<file path="config.mk">
export PLATFORM = sky130hd
export DESIGN_NAME = regfile_multiport
export DESIGN_NICKNAME = d
export VERILOG_FILES = /design/src/rtl/regfile_multiport.sv
export SDC_FILE = /design/constraint.sdc
export NUM_CORES = 2
export LEC_CHECK = 0
export CAP_MARGIN = 20
export CORE_AREA = 2 2 487 489
export DETAILED_ROUTE_END_ITERATION = 8
export DIE_AREA = 0 0 489 491
export HOLD_SLACK_MARGIN = 0.03
export SYNTH_ARGS = -nofsm -noshare
export SYNTH_HDL_FRONTEND = slang
export SYNTH_SLANG_ARGS = --single-unit
</file>
<file path="constraint.sdc">
create_clock -name clk -period 3.3 [get_ports clk]
set_clock_uncertainty 0.2 [all_clocks]
set_input_delay 0.495 -clock clk [delete_from_list [all_inputs] [get_ports clk]]
set_output_delay 0.495 -clock clk [all_outputs]
set_load 0.05 [all_outputs]
</file>
<file path="src/rtl/regfile_multiport.sv">
// regfile_multiport: integer register file with registered read ports, write-first bypass and a debug port
module regfile_multiport #(
    parameter int XLEN = 32,
    parameter int NREGS = 32,
    parameter int NUM_RD = 2,
    parameter int PRE_A_IDX = 1,
    parameter logic [XLEN-1:0] PRE_A_VAL = 1,
    parameter int PRE_B_IDX = 29,
    parameter logic [XLEN-1:0] PRE_B_VAL = 252,
    localparam int AW = $clog2(NREGS)
) (
    input  logic                   clk,
    input  logic                   reset,
    input  logic [NUM_RD*AW-1:0]   rd_addr,
    output logic [NUM_RD*XLEN-1:0] rd_data,
    input  logic                   wr_en,
    input  logic [AW-1:0]          wr_addr,
    input  logic [XLEN-1:0]        wr_data,
    input  logic                   dbg_req,
    input  logic                   dbg_we,
    input  logic [AW-1:0]          dbg_addr,
    input  logic [XLEN-1:0]        dbg_wdata,
    output logic                   dbg_ack,
    output logic [XLEN-1:0]        dbg_rdata,
    output logic [NREGS*XLEN-1:0]  snapshot
);
    localparam logic [1:0] IDLE = 2'd0, PEND = 2'd1, ACK = 2'd2;

    logic [1:0]      state;
    logic [XLEN-1:0] regs [NREGS];
    logic            op_we;
    logic [AW-1:0]   op_addr;
    logic [XLEN-1:0] op_wdata;
    logic            dbg_go;

    // a pending debug op only proceeds in a cycle the pipeline is not writing
    assign dbg_go  = state == PEND && !wr_en;
    assign dbg_ack = state == ACK;

    function automatic logic [XLEN-1:0] reset_val(int i);
        return (i != 0 && i == PRE_A_IDX) ? PRE_A_VAL :
               (i != 0 && i == PRE_B_IDX) ? PRE_B_VAL : '0;
    endfunction

    // register array: presets on reset, pipeline writes, then committed debug writes; reg 0 never written
    always_ff @(posedge clk) begin
        for (int i = 0; i < NREGS; i++) begin
            if (reset)
                regs[i] <= reset_val(i);
            else if (i != 0 && wr_en && wr_addr == AW'(i))
                regs[i] <= wr_data;
            else if (i != 0 && dbg_go && op_we && op_addr == AW'(i))
                regs[i] <= op_wdata;
        end
    end

    // registered read ports with write-first bypass of the pipeline write (debug writes are not bypassed)
    always_ff @(posedge clk) begin
        for (int p = 0; p < NUM_RD; p++) begin
            if (reset)
                rd_data[p*XLEN +: XLEN] <= '0;
            else
                rd_data[p*XLEN +: XLEN] <= (wr_en && wr_addr != '0 && wr_addr == rd_addr[p*AW +: AW])
                                           ? wr_data : regs[rd_addr[p*AW +: AW]];
        end
    end

    // debug request/ack sequencer: accept and latch, wait out pipeline writes, perform, acknowledge
    always_ff @(posedge clk) begin
        if (reset) begin
            state     <= IDLE;
            op_we     <= 1'b0;
            op_addr   <= '0;
            op_wdata  <= '0;
            dbg_rdata <= '0;
        end else if (state == IDLE && dbg_req) begin
            state    <= PEND;
            op_we    <= dbg_we;
            op_addr  <= dbg_addr;
            op_wdata <= dbg_wdata;
        end else if (dbg_go) begin
            state <= ACK;
            if (!op_we)
                dbg_rdata <= regs[op_addr];
        end else if (state == ACK) begin
            state <= IDLE;
        end
    end

    // flattened view of every register for the datapath display
    always_comb begin
        snapshot = '0;
        for (int i = 0; i < NREGS; i++)
            snapshot[i*XLEN +: XLEN] = regs[i];
    end
endmodule

</file>
# After elaboration in Yosys (flattened, before gate mapping)
# Memory sizes are Yosys's and may differ from the RTL's. A register that Yosys moved wholly into a read port is not among the register bits.
# Index checks and enable logic that the tools add are counted.
dict set report word_totals {
  regBits 104
  ram_bits 1024
  in_bits 89
  out_inout_bits 1121
  wordCells 498
  n_memories 1
}
dict set report classes {
  n_eq_ne 66
  n_mux 286
  bitwise 64
  reduce_logical 75
}
# name words word_bits rd rd_clocked_by_memory_dff write_ports line
set mem_list {}
lappend mem_list {regs 32 32 35 1 32 30} ;# logic [XLEN-1:0] regs [NREGS];
# cell count
set ops {}
lappend ops {{2-to-1 mux 32 bit} 64}
lappend ops {{2-to-1 mux 1 bit} 220}
lappend ops {{equality test 5 bit (second input constant)} 32}
lappend ops {{equality test 5 x 4 -> 1 bit (second input constant)} 16}
lappend ops {{logical AND 1 bit} 68}
lappend ops {{OR 1 bit} 62}
lappend ops {{equality test 5 x 3 -> 1 bit (second input constant)} 8}
lappend ops {{equality test 5 x 2 -> 1 bit (second input constant)} 4}
lappend ops {{equality test 5 x 1 -> 1 bit (second input constant)} 2}
lappend ops {{equality test 5 bit} 2}
lappend ops {{nonzero test 5 bit} 1}
lappend ops {{2-to-1 mux 2 bit} 2}
lappend ops {{AND reduction 3 bit} 1}
lappend ops {{nonzero test 3 bit} 1}
lappend ops {{equality test 2 x 1 -> 1 bit (second input constant)} 1}
lappend ops {{equality test 2 bit (second input constant)} 1}
lappend ops {{logical NOT 2 bit} 1}
lappend ops {{inverter 1 bit} 2}
lappend ops {{nonzero test 2 bit} 1}
lappend ops {{OR reduction 2 bit} 1}
lappend ops {{logical NOT 1 bit} 1}

# Longest topological paths before layout
dict set report logic_depth {
  depth_word 9
  mapped_depth 10
  depth_no_buf 5
}

# Worst setup path before layout
# No wires, ideal clock.
dict set report synth_timing {
  path_kind {input -> register}
  startpoint {in wr_en}
  endpoint {mem regs[16][0] (enable)}
  setup_time_ns 0.390
  arrival_time_ns 2.362
  t_required_ns 2.710
  slack_ns 0.348
  path_stages 6
  path_buffers 2
  path_cell_list {buf_4 nor4b_4 nand2b_1 buf_2 nor3_2 or3_1}
}
# item line
set synth_lines {}
lappend synth_lines {{start: declaration} 16} ;# input logic wr_en,
lappend synth_lines {{end: declaration} 30}

==> flow_summary.yaml <==
pwr:
  leakage_nw: 33.50
  irDropWorstVdd_mv: 0.4860
  powerDensity_mw_per_mm2: 489.3
yosys:
  synth_most_common_cell: "a22o_1"
  yosysSeqAreaShare_pct: 46.33
  synth_cells: 5148
  synth_edf_count: 992
  synth_area_mm2: 0.07018
  yosysUniqueCellTypes: 75
  ys_warn_count: 0
  synth_area_leaders: "edfxtp_1, mux4_2, a22o_1, dfxtp_1, mux2i_1"
  ys_ff_latch: 1128
  synthTopCellsByCount: "a22o_1, edfxtp_1, mux4_2"
  avgSynthCellArea_um2: 13.63
  yosysTopAreaCellShare_pct: 42.45
  synth_top_cell_by_area: "edfxtp_1"
  synthArstFlopShare_pct: 0
  synthFlopType: "edfxtp_1"
layout:
  finish.utilization_pct: 41.20
  fin_area_mm2: 0.09663
  finalNetCount: 6623
  multi_input_area_mm2: 0.03438
  nFillCells: 21720
  drive_gt1_share_pct: 29.20
  syn2layout_area_growth_pct: 37.69
  regArea_mm2: 0.03256
  fin_cells: 9822
setup_path:
  crit_slowest_cell: "mux4_2"
  r2r_start: "op_addr[0]$_SDFFE_PP0P_"
  critPathBufInv: 3
  r2r_setup_slack_ns: -0.06
  r2r-end: "dbg_rdata[16]$_SDFFE_PP0P_"
  cp_top_family: "multiplexers"
  endpoint_kind: "flip-flop"
  rr_worst_depth: 8
  cp_cell_sequence: "buf_12, buf_12, mux4_2, mux4_2, nor2b_1, a2111oi_0, buf_4, a21o_1"
  crit_type: "flip-flop to flip-flop"
  critical-path-max-stage-delay_ns: 0.55
  worstPathRequired_ns: 3.82
  path_max_fanout: 15
  cp-start-kind: "flip-flop"
  arrival_ns: 3.88
global_route:
  grt_max_degree: 51
  grt_pass1_wl_um: 686900
  grt_pass1_vias: 63070
  gr-usage-all-layers_pct: 43.66
  antenna_found_initial: 69
  grt_overflow: 0
min_path:
  hold_class: "input port to flip-flop"
  worstHoldStart: "dbg_wdata[4]"
  hold_depth: 3
  min_to: "op_wdata[4]$_SDFFE_PP0P_"
clocking:
  cts_setup_buffers: 0
  cts_buffer_depth: 3
  cts-root-buf: "clkbuf_16"
  cts_tree: "built"
  clkLatencyLatePin_ns: 0.84
  clk_pin_slew_worst_paths_ns: 0.06
  numCtsBuffers: 141
  cts.sinks: 1128
  h-tree-depth: 4
place:
  dpl.cell_count: 9519
  gp_congestion: 1.044
  dpl.hpwl_um: 411500
  placed_area_mm2: 0.09154
  numPortBuffers: 1177
routing:
  vias: 69620
  wirelength_um: 543100
  drtPass1Iterations: 7
  wl_per_cell_um: 55.30
  drtIter0Drc: 14200
  drc_errors: 0
  ant_nets: 0
  viasPerCell: 7.088
run_status:
  status: "complete, but fails checks"
  violations: "setup timing"
timing:
  setup_viol: 1
  setup_tns_ns: -0.06195
  max_freq_ghz: 0.2974
  rsz0062_at_grt: "no"
  post-route-period-util_pct: 101.9
  fin_ws_ns: -0.06195
  hold_ws_ns: 0.05307
  worst_pin_slew_ns: 1.290
  drv_slew: 0
  finalCriticalPeriod_ns: 3.362
  slew-limit-headroom_pct: 13.98
  finalHoldViolations: 0
floorplanning:
  initial_core_util_pct: 29.92
  dieArea_mm2: 0.2401
  pin_count: 1210
  core_mm2: 0.2345
  rows: 178
  die_w_um: 489
  die_y_um: 491
run:
  cap_violations: 0
flip-flops by register name, summed over array words and instances (netlist names):
name / flops
op_wdata: 32
state: 2
op_we: 1
dbg_rdata: 32
op_addr: 5
regs: 992
rd_data: 64
logic make-up (layout without fill, tap and decap cells):
logic type | count (synthesis) | after routing | synth area share (%)
AO/OA/AOI/OAI | 1585 | 1585 | 18.83
multiplexers | 991 | 991 | 24.74
other | 1 | 53 | 0.005344
XOR/XNOR | 10 | 10 | 0.1248
flip-flops | 1128 | 1128 | 46.33
AND/OR/NAND/NOR | 629 | 629 | 4.475
buffers and inverters | 804 | 2276 | 5.500
layout by cell type, fill, tap and decap left out, types with 18 or more instances in the layout:
cell and instances:
nand2_1 170, clkdlybuf4s50_1 1156, dlygate4sd3_1 21, a311o_2 22
nor2b_1 34, clkinv_2 18, buf_12 222, o22ai_1 100
nor2_4 29, nor4_1 28, a211oi_1 24, edfxtp_1 992
mux2i_1 263, o21ai_0 19, a311oi_1 26, a21oi_1 66
o221ai_1 30, dfxtp_1 103, nor3_4 27, conb_1 32
a221oi_1 89, mux2_2 148, a2111oi_0 22, clkbuf_16 147
buf_4 602, nor3_1 66, clkbuf_1 28, dfxtp_2 29
a32o_1 24, diode_2 21, a22o_1 1012, o31ai_1 21
a22oi_1 64, nor2_1 182, mux4_2 580
worst register-to-register path: stages, from the launching register on:
cell	delay (ns)
dfxtp_4	0.47
buf_12	0.22
buf_12	0.23
mux4_2	0.59
mux4_2	0.54
nor2b_1	0.48
a2111oi_0	0.20
buf_4	0.19
a21o_1	0.15
power breakdown:
part,internal [mW],total [mW],switching (mW)
clock network,9.78,16.8,6.99
logic,4.12,12.4,8.30
registers,16.3,18.1,1.78
total,30.2,47.3,17.1
how the worst max path moves through the flow:
stage          slack (ns)                    endpoint                    start  cells past startpoint
3_3_place_gp        -0.43  dbg_rdata[26]$_SDFFE_PP0P_                    wr_en                     10
2_1_floorplan        0.35   regs[16][0]$_SDFFCE_PN0P_                    wr_en                      6
3_5_place_dp        -0.36  dbg_rdata[26]$_SDFFE_PP0P_                    wr_en                     10
5_1_grt             0.006  dbg_rdata[16]$_SDFFE_PP0P_  op_addr[0]$_SDFFE_PP0P_                      8
4_1_cts              0.02  dbg_rdata[26]$_SDFFE_PP0P_  op_addr[0]$_SDFFE_PP0P_                      7
6_report            -0.06  dbg_rdata[16]$_SDFFE_PP0P_  op_addr[0]$_SDFFE_PP0P_                      8
per-stage QoR:
step	setup slack (ns)	total power, mW
floorplan	0.3477	23.50
global placement	-0.4291	30.14
detailed placement	-0.3640	30.15
CTS	0.01870	46.63
global route	0.006187	47.57
finish	-0.06195	47.28
final cells by class:
type	instances	share of cell area (%)
clock buffer	187	4.087
tap	3150	4.079
sequential	1128	33.70
inverter	5	0.01942
multi-input combinational	3247	35.58
timing repair buffer	2011	21.59
antenna	21	0.05439
clock inverter	73	0.8857
routing by layer:
layer | routed length (um) | up-vias | global-route usage [%]
li1 | - | 24370 | -
met2 | 219800 | 7777 | 61.11
met1 | 193600 | 36050 | 55.12
met5 | 336 | - | 0.2818
met4 | 39600 | 40 | 24.26
met3 | 89770 | 1388 | 20.25
timing repair:
action | in CTS | in global routing
endpoints found under the hold margin | 27 | 0
hold buffers | 21 | 0
endpoints found under the setup margin | 1 | 2
resized for setup | 1 | 2
Power figures use the tool's default switching activity.
